==> config.mk <==
export PLATFORM = sky130hd
export DESIGN_NAME = sram_controller_flat
export DESIGN_NICKNAME = d
export VERILOG_FILES = /design/src/rtl/sram_controller_if.sv /design/src/rtl/sram_controller.sv /design/src/flat_wrapper.sv
export SDC_FILE = /design/constraint.sdc
export NUM_CORES = 1
export LEC_CHECK = 0
export CAP_MARGIN = 20
export CORE_AREA = 2 2 80 82
export DETAILED_ROUTE_END_ITERATION = 16
export DIE_AREA = 0 0 82 84
export PLACE_DENSITY = 0.85
export SETUP_SLACK_MARGIN = 0.05
export SLEW_MARGIN = 25
export SYNTH_ARGS = -nofsm -noshare
export SYNTH_HDL_FRONTEND = slang
export SYNTH_SLANG_ARGS = --single-unit
==> constraint.sdc <==
create_clock -name clk_i -period 2.2 [get_ports clk_i]
set_input_delay 0.33 -clock clk_i [delete_from_list [all_inputs] [get_ports clk_i]]
set_output_delay 0.33 -clock clk_i [all_outputs]
set_load 0.05 [all_outputs]
==> src/rtl/sram_controller_if.sv <==
// Single-cycle data-memory request bus between the MEM stage (master) and the SRAM bridge (slave).
interface sram_controller_if;
  logic        rd_en;
  logic        wr_en;
  logic [31:0] address;
  logic [31:0] write_data;
  logic [31:0] read_data;
  logic        ready;

  modport master (
    output rd_en, wr_en, address, write_data,
    input  read_data, ready
  );

  modport slave (
    input  rd_en, wr_en, address, write_data,
    output read_data, ready
  );
endinterface

==> src/rtl/sram_controller.sv <==
// Bridges a 32-bit MEM-stage load/store to a 16-bit asynchronous SRAM as two wait-stated halves.
// ready stays low while an access is in flight so the pipeline freezes around it.
module sram_controller #(
  parameter int unsigned WAIT_CYCLES = 2,
  parameter int unsigned ADDR_BASE   = 1024,
  parameter int unsigned SRAM_AW     = 18
) (
  input  logic               clk_i,
  input  logic               rst_ni,
  sram_controller_if.slave   bus,
  output logic [SRAM_AW-1:0] sram_addr_o,
  output logic [15:0]        sram_dq_o,
  input  logic [15:0]        sram_dq_i,
  output logic               sram_dq_oe_o,
  output logic               sram_we_n_o,
  output logic               sram_oe_n_o,
  output logic               sram_ce_n_o
);

  localparam int unsigned      CNT_W   = (WAIT_CYCLES < 1) ? 1 : $clog2(WAIT_CYCLES + 1);
  localparam logic [CNT_W-1:0] CNT_MAX = CNT_W'(WAIT_CYCLES);

  typedef enum logic [2:0] {
    IDLE,
    RD_LO,
    RD_HI,
    WR_LO,
    WR_HI,
    DONE
  } state_e;

  state_e             state_q, state_d;
  logic [CNT_W-1:0]   cnt_q, cnt_d;
  logic [31:0]        read_data_q, read_data_d;

  logic [31:0]        offset;
  logic [SRAM_AW-2:0] wordIdx;
  logic               phaseDone;
  logic               hiHalf;
  logic               isRead;

  // Addresses below ADDR_BASE wrap modulo 2^32; upper word bits fall off the SRAM.
  assign offset    = bus.address - 32'(ADDR_BASE);
  assign wordIdx   = (SRAM_AW-1)'(offset >> 2);
  assign phaseDone = (cnt_q == CNT_MAX);
  assign hiHalf    = (state_q == RD_HI) || (state_q == WR_HI);
  assign isRead    = (state_q == RD_LO) || (state_q == RD_HI);

  assign bus.read_data = read_data_q;

  always_ff @(posedge clk_i or negedge rst_ni) begin
    if (!rst_ni) begin
      state_q     <= IDLE;
      cnt_q       <= '0;
      read_data_q <= '0;
    end else begin
      state_q     <= state_d;
      cnt_q       <= cnt_d;
      read_data_q <= read_data_d;
    end
  end

  always_comb begin
    state_d      = state_q;
    cnt_d        = cnt_q;
    read_data_d  = read_data_q;
    bus.ready    = 1'b0;
    sram_addr_o  = '0;
    sram_dq_o    = '0;
    sram_dq_oe_o = 1'b0;
    sram_we_n_o  = 1'b1;
    sram_oe_n_o  = 1'b1;
    sram_ce_n_o  = 1'b1;

    case (state_q)
      IDLE: begin
        cnt_d = '0;
        // A store wins over a simultaneous load; the load is dropped.
        if (bus.wr_en) begin
          state_d = WR_LO;
        end else if (bus.rd_en) begin
          state_d = RD_LO;
        end else begin
          bus.ready = 1'b1;
        end
      end

      RD_LO, RD_HI, WR_LO, WR_HI: begin
        sram_ce_n_o = 1'b0;
        sram_addr_o = {wordIdx, hiHalf};
        if (isRead) begin
          sram_oe_n_o = 1'b0;
        end else begin
          sram_we_n_o  = 1'b0;
          sram_dq_oe_o = 1'b1;
          sram_dq_o    = hiHalf ? bus.write_data[31:16] : bus.write_data[15:0];
        end

        if (phaseDone) begin
          cnt_d = '0;
          case (state_q)
            RD_LO: begin
              read_data_d[15:0] = sram_dq_i;
              state_d           = RD_HI;
            end
            RD_HI: begin
              read_data_d[31:16] = sram_dq_i;
              state_d            = DONE;
            end
            WR_LO:   state_d = WR_HI;
            default: state_d = DONE;
          endcase
        end else begin
          cnt_d = cnt_q + 1'b1;
        end
      end

      DONE: begin
        bus.ready = 1'b1;
        state_d   = IDLE;
      end

      default: state_d = IDLE;
    endcase
  end

endmodule

==> src/flat_wrapper.sv <==
// flat-port wrapper written by rule: the top's interface ports become plain ports
module sram_controller_flat 
#(
  parameter int unsigned WAIT_CYCLES = 2,
  parameter int unsigned ADDR_BASE   = 1024,
  parameter int unsigned SRAM_AW     = 18
)
  (clk_i, rst_ni, sram_addr_o, sram_dq_o, sram_dq_i, sram_dq_oe_o, sram_we_n_o, sram_oe_n_o, sram_ce_n_o, bus_rd_en, bus_wr_en, bus_address, bus_write_data, bus_read_data, bus_ready);
  sram_controller_if bus_i ();
  input  logic clk_i;
  input  logic rst_ni;
  output logic [SRAM_AW-1:0] sram_addr_o;
  output logic [15:0] sram_dq_o;
  input  logic [15:0] sram_dq_i;
  output logic sram_dq_oe_o;
  output logic sram_we_n_o;
  output logic sram_oe_n_o;
  output logic sram_ce_n_o;
  input wire logic [$bits(bus_i.rd_en)-1:0] bus_rd_en;
  input wire logic [$bits(bus_i.wr_en)-1:0] bus_wr_en;
  input wire logic [$bits(bus_i.address)-1:0] bus_address;
  input wire logic [$bits(bus_i.write_data)-1:0] bus_write_data;
  output wire logic [$bits(bus_i.read_data)-1:0] bus_read_data;
  output wire logic [$bits(bus_i.ready)-1:0] bus_ready;
  assign bus_i.rd_en = bus_rd_en;
  assign bus_i.wr_en = bus_wr_en;
  assign bus_i.address = bus_address;
  assign bus_i.write_data = bus_write_data;
  assign bus_read_data = bus_i.read_data;
  assign bus_ready = bus_i.ready;
  sram_controller #(.WAIT_CYCLES(WAIT_CYCLES), .ADDR_BASE(ADDR_BASE), .SRAM_AW(SRAM_AW)) u_core (.clk_i(clk_i), .rst_ni(rst_ni), .bus(bus_i), .sram_addr_o(sram_addr_o), .sram_dq_o(sram_dq_o), .sram_dq_i(sram_dq_i), .sram_dq_oe_o(sram_dq_oe_o), .sram_we_n_o(sram_we_n_o), .sram_oe_n_o(sram_oe_n_o), .sram_ce_n_o(sram_ce_n_o));
endmodule
Word level (Yosys, flattened, before mapping)
Index checks and enable logic that the tools add are counted.
{ "totals": {"output_inout_bits": 71, "in_bits": 84, "reg_bits": 37, "word_cells": 42} }
{ "classes": {"n_eq_ne": 8, "n_mux": 20, "n_reduce_logical": 8, "add_sub_neg": 2} }
{ "ops": {"columns": ["op", "n"], "rows": [
  ["two-way mux 16 bit", 3],
  ["subtractor 19 x 11 -> 19 bit (second input constant)", 1],
  ["two-way mux 18 bit", 1],
  ["one-hot mux 3 bit (2 select lines)", 2],
  ["two-way mux 3 bit", 3],
  ["two-way mux 1 bit", 8],
  ["== test 3 x 2 -> 1 bit (second input constant)", 2],
  ["== test 3 bit (second input constant)", 2],
  ["AND reduction 3 bit", 2],
  ["one-hot mux 2 bit (2 select lines)", 1],
  ["OR reduction 4 bit", 1],
  ["== test 3 x 1 -> 1 bit (second input constant)", 1],
  ["zero test 3 bit", 1],
  ["inequality test 3 bit (second input constant)", 1],
  ["adder 2 x 1 -> 2 bit (second input constant)", 1],
  ["== test 2 bit (second input constant)", 1],
  ["logical OR 1 bit", 2],
  ["two-way mux 2 bit", 1],
  ["inequality test 2 x 1 -> 1 bit (second input constant)", 1],
  ["one-hot mux 1 bit (2 select lines)", 1],
  ["AND reduction 2 bit", 1],
  ["nonzero test 2 bit", 1]
]} }

Logic depth before layout (Yosys ltp)
Gate-level depths: netlist (run 1).
{ "depth": {"ltp_word": 5, "depth_mapped": 5} }

Least setup slack after synthesis (run 1)
Ideal clock, no wire load.
{ "synth_timing": {"kind": "input to output", "start": "in bus_address[10]", "end": "out sram_addr_o[17]", "t_arrival_ns": 2.132, "setup_slack_ns": -0.262, "cell_stages": 5, "path_cell_list": "inv_1 > ha_1 > or3b_1 > or4_1 > a21oi_1"} }
{ "synth_via": {"elab_chain_cells": 2} }
{ "synth_lines": {"columns": ["item", "line_no", "rtl"], "rows": [
  ["from (decl)", "flat_wrapper.sv:21", "input wire logic [$bits(bus_i.address)-1:0] bus_address;"],
  ["subtractor 19 x 11 -> 19 bit", "sram_controller.sv:43", "assign offset = bus.address - 32'(ADDR_BASE);"],
  ["two-way mux 18 bit", "sram_controller.sv:75", "case (state_q)"],
  ["to (decl)", "flat_wrapper.sv:12", "output logic [SRAM_AW-1:0] sram_addr_o;"]
]} }
No other way between the ends.

Final worst setup path (run 1)
{ "layout_timing": {"start": "in bus_address[15]", "end": "out sram_addr_o[16]"} }
The elaborated chain is that of the path after synthesis.

==> summary.log, run 1 <==
INFO  setup_path     kind_of_end_point_of_the_critical_path=output port
INFO  timing         rsz_0062_raised_after_global_routing=yes
INFO  global_route   antenna_violations_before_repair=0
INFO  die            ios=155
INFO  detailed_routing remaining_drc_errors=0
INFO  die            horiz_die_dim=82um
INFO  logic_synthesis ys_ff_latch=37
INFO  setup_path     timing.critical_path.mode_cell=sky130_fd_sc_hd__or3_4
INFO  detailed_routing routed_wirelength=6.44mm
INFO  die            initial_utilization=32.8%
INFO  job            maxCapViolCount=0
INFO  logic_synthesis synth_top_area_share=46.3%
INFO  timing         finalCriticalPeriod=2.15ns
INFO  clocking       cts.clk_slew.worst_paths=0.07ns
INFO  run_status     outcome=completed
INFO  timing         finalMaxSlewViolations=0
INFO  setup_path     arrival=1.82ns
INFO  clocking       cts_tree=done
INFO  timing         timing.fmax=466MHz
INFO  placed_design  gp_congestion=0.711
INFO  global_route   globalRouteTotalUtil=18.7%
INFO  placed_design  standard_cell_area_after_detailed_placement=3830um2
INFO  logic_synthesis mappedNetlistNets=253
INFO  power          total_power=6.96mW
INFO  setup_path     critical-path-max-stage-delay=0.40ns
INFO  timing         finalCritPeriodShare=97.6%
INFO  logic_synthesis top_area_cells_in_the_synthesized_netlist=sky130_fd_sc_hd__dfrtp_1 (46%), sky130_fd_sc_hd__a22o_1 (7.9%), sky130_fd_sc_hd__mux2_4 (7.5%)
INFO  logic_synthesis synth-seq-area-share=46.3%
INFO  cells_and_area leading_cell_types_in_the_layout_fill_and_taps_excluded=sky130_fd_sc_hd__clkdlybuf4s50_1 (92), sky130_fd_sc_hd__dfrtp_1 (37), sky130_fd_sc_hd__buf_12 (29)
INFO  timing         report.final.hold_viol_count=0
INFO  setup_path     crit_fanout=3
INFO  setup_path     worst_r2r_path_depth=5
INFO  clocking       cts_hold_buf=0
INFO  placed_design  dpl.hpwl=5.00mm
INFO  detailed_routing route.antenna.remaining_nets=0
INFO  cells_and_area final_net_count=409
INFO  clocking       htreeDepth=2
INFO  power          p_leak=1.73nW
INFO  cells_and_area num_antenna_cells=0
INFO  clocking       total_number_of_clock_tree_sinks=37
INFO  clocking       cts.root.buffer_cell=sky130_fd_sc_hd__clkbuf_8
INFO  logic_synthesis yosys_warnings=0
INFO  timing         finalSetupTns=0ns
INFO  clocking       cts_made_buffers=5
INFO  detailed_routing viasPerCell=4.87
INFO  die            core-area=6100um2
INFO  die            die_area=6890um2
INFO  cells_and_area layout_commonest_cell=sky130_fd_sc_hd__clkdlybuf4s50_1
INFO  logic_synthesis postSynthCellCount=168
INFO  detailed_routing router_iterations_before_antenna_repair=4
INFO  logic_synthesis syn_area_per_cell=11.9um2
INFO  detailed_routing wl_per_cell=16.1um
INFO  setup_path     cpMaxStageDelayCell=sky130_fd_sc_hd__or3_4
INFO  clocking       clock_tree.buffer_depth=2
INFO  placed_design  io_buffer_count=139
INFO  timing         worst_clock_skew=0.00290ns
INFO  clocking       worst_skew_pair.late_latency=0.28ns
INFO  timing         maxSlewHeadroom=47.1%
INFO  timing         report.final.setup_viol=0
INFO  die            row_count=29
INFO  cells_and_area syn_to_final_growth=99.7%
INFO  power          power_density=1740nW/um2
INFO  setup_path     timing_worst_setup_path_type=in -> out
INFO  global_route   grt_first_pass_wirelength=9.83mm
INFO  timing         worst_pin_slew=0.793ns
INFO  power          vdd.ir_drop.worst=0.954mV
INFO  logic_synthesis netlist.top_cell.by_area=sky130_fd_sc_hd__dfrtp_1
INFO  detailed_routing dr.first_iter.drc_count=50
INFO  logic_synthesis synth.cell_area=2000um2
INFO  detailed_routing route.vias.total=1953
INFO  setup_path     startpoint_type=input pin
INFO  cells_and_area drive_gt1_share=34.6%
INFO  global_route   grt_pass1_vias=2002
INFO  setup_path     worst_ep_required_time=1.87ns
INFO  global_route   grt-ovfl-total=0
INFO  setup_path     critical_path.cell_chain=dlygate4sd2_1 -> or3_4 -> buf_6 -> or3_4 -> a21oi_4 -> buf_12
INFO  cells_and_area summed_area_of_non_filler_cells_in_the_final_layout=3990um2
INFO  die            fp.dieH=84um
INFO  logic_synthesis netlist-cell-type-count=40
INFO  global_route   grt_max_degree=38
INFO  hold_path      timing.hold.worst.class=in -> async
sequential cells by signal (all words and copies together), names as in the netlist:
register	count
u_core.cnt_q	2
u_core.state_q	3
u_core.bus.read_data	32
per-stage QoR:
step / hold WS, ns / cells / utilization, % / setup slack [ns]
finish: 0.130 / 401 / 65.5 / 0.0528
global route: 0.195 / 401 / 65.5 / 0.0275
CTS: 0.163 / 401 / 65.1 / 0.0508
detailed placement: 0.468 / 393 / 62.9 / -0.337
global placement: 0.456 / 393 / 62.9 / -0.302
floorplan: 0.0344 / 168 / - / -0.175
report_power, final:
part	switching, mW	internal [mW]	total (mW)
Combinational	3.12	2.15	5.27
Clock	0.221	0.248	0.470
Sequential	0.201	1.02	1.22
Total	3.54	3.42	6.96
area by class of cell:
cell class                 count  area [um2]
tap                           77        96.3
inverter                       4        15.0
multi-input combinational    117        1060
sequential                    37         926
clock buffer                   7        86.3
timing repair buffer         159        1810
fill                         464        2100
worst paths after layout:
path                                           from                        to  slack (ns)
max                                 bus_address[15]           sram_addr_o[16]        0.05
min                                          rst_ni  u_core.bus.read_data[17]        0.13
max reg2reg                       u_core.state_q[1]   u_core.bus.read_data[1]        0.49
min reg2reg                u_core.bus.read_data[24]  u_core.bus.read_data[24]        0.49
max in group asynchronous                    rst_ni  u_core.bus.read_data[28]        1.57
min in group clk_i         u_core.bus.read_data[24]  u_core.bus.read_data[24]        0.49
per-layer routing:
layer  GRT usage, %  vias up  wire, um
li1               -      933         -
met1           22.0      952      2590
met2           33.3       55      3530
met3           3.57       13       176
met4           6.21        0       149
met5              0        -         0
critical path, delay by kind of cell:
kind	cells	cell delay, ns
AND/OR/NAND/NOR	2	0.78
AO/OA/AOI/OAI	1	0.18
buffers and inverters	3	0.53
cell usage after synthesis:
cell / number
sky130_fd_sc_hd__a21oi_1: 7
sky130_fd_sc_hd__a2111oi_0: 1
sky130_fd_sc_hd__buf_6: 2
sky130_fd_sc_hd__a22o_1: 18
sky130_fd_sc_hd__a21oi_2: 1
sky130_fd_sc_hd__o31ai_1: 2
sky130_fd_sc_hd__dfrtp_1: 37
sky130_fd_sc_hd__a221oi_1: 1
sky130_fd_sc_hd__nand2b_2: 1
sky130_fd_sc_hd__mux2_1: 10
sky130_fd_sc_hd__or4_4: 1
sky130_fd_sc_hd__nor3_1: 3
sky130_fd_sc_hd__clkbuf_1: 2
sky130_fd_sc_hd__and2_1: 1
sky130_fd_sc_hd__or2_2: 3
sky130_fd_sc_hd__buf_2: 5
sky130_fd_sc_hd__inv_1: 4
sky130_fd_sc_hd__nor2b_1: 3
sky130_fd_sc_hd__a311o_1: 1
sky130_fd_sc_hd__or3b_1: 1
sky130_fd_sc_hd__mux2_2: 13
sky130_fd_sc_hd__xnor2_1: 1
sky130_fd_sc_hd__nor2_1: 7
sky130_fd_sc_hd__ha_1: 1
sky130_fd_sc_hd__o21bai_1: 1
sky130_fd_sc_hd__and4bb_1: 1
sky130_fd_sc_hd__or4_1: 2
sky130_fd_sc_hd__o21ai_0: 4
sky130_fd_sc_hd__buf_4: 1
sky130_fd_sc_hd__nor3_4: 1
sky130_fd_sc_hd__xor2_1: 1
sky130_fd_sc_hd__nor4_1: 1
sky130_fd_sc_hd__nor2_2: 1
sky130_fd_sc_hd__or3_1: 5
sky130_fd_sc_hd__nand2_1: 1
sky130_fd_sc_hd__nand2_2: 1
sky130_fd_sc_hd__nand2b_1: 3
sky130_fd_sc_hd__mux2_4: 10
sky130_fd_sc_hd__o21ai_1: 1
sky130_fd_sc_hd__and3_1: 8
cells by family (layout without fill, tap and decap cells):
| group | after synthesis | count (layout) | share of synthesized area (%) |
|---|---|---|---|
| simple gates | 44 | 44 | 14.0 |
| xor+xnor | 2 | 2 | 0.876 |
| compound gates | 37 | 37 | 13.8 |
| flops | 37 | 37 | 46.3 |
| fa+ha+maj | 1 | 1 | 0.626 |
| buf+inv | 14 | 170 | 3.88 |
| mux | 33 | 33 | 20.5 |
repair_timing:
action	4_1_cts	5_1_grt
pin swaps	7	5
endpoints found under the hold margin	0	0
setup buffers	1	0
gates resized for setup	27	6
endpoints found under the setup margin	6	10
Power figures use the tool's default switching activity.
==> run 2, diff against run 1 <==
--- a/config.mk
+++ b/config.mk
@@ -5,10 +5,9 @@
 export SDC_FILE = /design/constraint.sdc
 export NUM_CORES = 1
 export LEC_CHECK = 0
-export CAP_MARGIN = 20
-export CORE_AREA = 2 2 80 82
+export CORE_AREA = 5 5 83 85
 export DETAILED_ROUTE_END_ITERATION = 16
-export DIE_AREA = 0 0 82 84
+export DIE_AREA = 0 0 88 90
 export PLACE_DENSITY = 0.85
 export SETUP_SLACK_MARGIN = 0.05
 export SLEW_MARGIN = 25
==> summary.log, run 2 (same netlist as run 1, synthesis figures left out) <==
INFO  detailed_routing route.layer.met1.wl=2.61mm
INFO  detailed_routing highest_layer=met4
INFO  cells_and_area syn_to_final_growth=99.6%
INFO  cells_and_area num_antenna_cells=0
INFO  setup_path     timing_worst_setup_path_type=in -> out
INFO  setup_path     cpMaxStageDelayCell=sky130_fd_sc_hd__or4_4
INFO  clocking       cts_hold_buf=0
INFO  setup_path     crit_fanout=5
INFO  cells_and_area n_fill_cell=487
INFO  die            initial_utilization=32.6%
INFO  clocking       total_number_of_clock_tree_sinks=37
INFO  detailed_routing viasPerCell=4.84
INFO  die            core-area=6130um2
INFO  setup_path     critical_path.n_buffers_inverters=3
INFO  timing         maxSlewHeadroom=45.8%
INFO  global_route   grt_first_pass_wirelength=10.5mm
INFO  timing         rsz_0062_raised_after_global_routing=yes
INFO  global_route   grt_max_degree=38
INFO  die            row_count=29
INFO  clocking       cts.root.buffer_cell=sky130_fd_sc_hd__clkbuf_8
INFO  cells_and_area summed_area_of_non_filler_cells_in_the_final_layout=3990um2
INFO  timing         finalCritPeriodShare=97.1%
INFO  clocking       cts.clk_slew.worst_paths=0.07ns
INFO  timing         finalMaxSlewViolations=0
INFO  placed_design  standard_cell_area_after_detailed_placement=3820um2
INFO  global_route   antenna_violations_before_repair=0
INFO  timing         report.final.hold_viol_count=0
INFO  timing         finalCriticalPeriod=2.14ns
INFO  clocking       clock_tree.buffer_depth=2
INFO  cells_and_area final_net_count=408
INFO  timing         worst_pin_slew=0.813ns
INFO  placed_design  placement.setup.worst_slack=-0.361ns
INFO  placed_design  io_buffer_count=139
INFO  timing         setup_ws=0.0646ns
INFO  hold_path      timing.hold.worst.class=in -> async
INFO  detailed_routing dr.first_iter.drc_count=42
INFO  setup_path     critical_path.cell_chain=buf_2 -> buf_4 -> or4_4 -> or3_4 -> a21oi_4 -> buf_12
INFO  setup_path     startpoint_type=input pin
INFO  detailed_routing routed_wirelength=6.77mm
INFO  detailed_routing router_iterations_before_antenna_repair=4
INFO  cells_and_area drive_gt1_share=35.3%
INFO  clocking       cts_made_buffers=5
INFO  power          power_density=1750nW/um2
INFO  power          p_leak=1.72nW
INFO  die            ios=155
INFO  timing         report.final.setup_viol=0
INFO  setup_path     arrival=1.81ns
INFO  detailed_routing met3WireLength=341um
INFO  detailed_routing wl_per_cell=16.9um
INFO  placed_design  gp_congestion=0.807
INFO  setup_path     critical-path-max-stage-delay=0.54ns
INFO  global_route   grt_pass1_vias=2078
INFO  detailed_routing remaining_drc_errors=0
INFO  timing         timing.fmax=468MHz
INFO  clocking       htreeDepth=2
INFO  detailed_routing route.vias.total=1934
INFO  global_route   grt-ovfl-total=0
INFO  timing         finalHoldWorstSlack=0.142ns
INFO  cells_and_area fin_util=65.1%
INFO  die            fp.dieH=90um
INFO  clocking       worst_skew_pair.late_latency=0.28ns
INFO  run_status     outcome=completed
INFO  placed_design  dpl.hpwl=5.32mm
INFO  timing         worst_clock_skew=0.00432ns
INFO  detailed_routing met2_wirelength=3.69mm
INFO  power          vdd.ir_drop.worst=1.02mV
INFO  job            maxCapViolCount=0
INFO  cells_and_area flip_flop_count_of_the_largest_register_all_copies_and_words_added=32
INFO  setup_path     critical_path.top_delay_family=simple AND/OR/NAND/NOR gates
INFO  cells_and_area leading_cell_types_in_the_layout_fill_and_taps_excluded=sky130_fd_sc_hd__clkdlybuf4s50_1 (92), sky130_fd_sc_hd__dfrtp_1 (36), sky130_fd_sc_hd__buf_12 (29)
INFO  setup_path     worst_ep_required_time=1.87ns
INFO  power          total_power=6.96mW
INFO  die            die_area=7920um2
INFO  setup_path     kind_of_end_point_of_the_critical_path=output port
INFO  clocking       cts_tree=done
INFO  die            horiz_die_dim=88um
INFO  detailed_routing route.antenna.remaining_nets=0
INFO  cells_and_area layout_commonest_cell=sky130_fd_sc_hd__clkdlybuf4s50_1
INFO  global_route   globalRouteTotalUtil=16.6%
run 2: changes by cell type in the layout (fill, tap and decap cells not counted):
cell | before | now
sky130_fd_sc_hd__buf_6 | 4 | 3
sky130_fd_sc_hd__clkdlybuf4s15_1 | 1 | 0
sky130_fd_sc_hd__or3_4 | 2 | 4
sky130_fd_sc_hd__buf_2 | 1 | 2
sky130_fd_sc_hd__dfrtp_1 | 37 | 36
sky130_fd_sc_hd__buf_4 | 28 | 27
sky130_fd_sc_hd__dlygate4sd2_1 | 4 | 5
sky130_fd_sc_hd__or3_1 | 3 | 1
sky130_fd_sc_hd__dfrtp_2 | 0 | 1
run 2: per-layer routing:
layer,track usage [%],up-vias
met4,4.22,0
met2,30.8,62
met3,3.66,12
li1,-,934
met1,18.8,926
met5,0,-
run 2: path summary, 6_finish.rpt:
kind	startpoint	to	slack, ns	cells past startpoint
setup / recovery	bus_address[11]	sram_addr_o[16]	0.06	6
hold / removal	rst_ni	u_core.bus.read_data[2]	0.14	1
setup reg to reg	u_core.state_q[0]	u_core.bus.read_data[3]	0.52	5
hold reg to reg	u_core.bus.read_data[22]	u_core.bus.read_data[22]	0.49	1
max in group asynchronous	rst_ni	u_core.state_q[1]	1.50	1
min in group clk_i	u_core.bus.read_data[22]	u_core.bus.read_data[22]	0.49	1
run 2: layout make-up:
type	instances	area, um2	area share [%]
Clock buffer	7	86.3	2.16
Inverter	4	15.0	0.376
Multi-Input combinational cell	117	1070	26.9
Sequential cell	37	927	23.2
Tap cell	77	96.3	2.41
Timing Repair Buffer	158	1790	44.9
run 2: worst reg2reg max path, delay by kind of cell (launching register included):
family	cells	cell delay (ns)
buffers and inverters	2	0.42
flip-flops	1	0.39
AND/OR/NAND/NOR	2	0.38
multiplexers	1	0.37
run 2: stage by stage:
step	TNS [ns]	std cells
after detailed placement	-1.54	391
after floorplan	-0.882	168
after CTS	0	398
after global placement	-1.24	391
after global routing	0	400
final	0	400
run 2: power breakdown:
part	internal (mW)	switching [mW]
Clock	0.249	0.220
Combinational	2.14	3.11
Sequential	1.02	0.232
Total	3.41	3.56
run 2: repair_timing:
item                                    CTS  global route
endpoints found under the hold margin     0             0
resized for setup                        30             5
pin swaps                                 9             4
setup buffers                             0             2
cloned                                    0             0
endpoints found under the setup margin   10            10
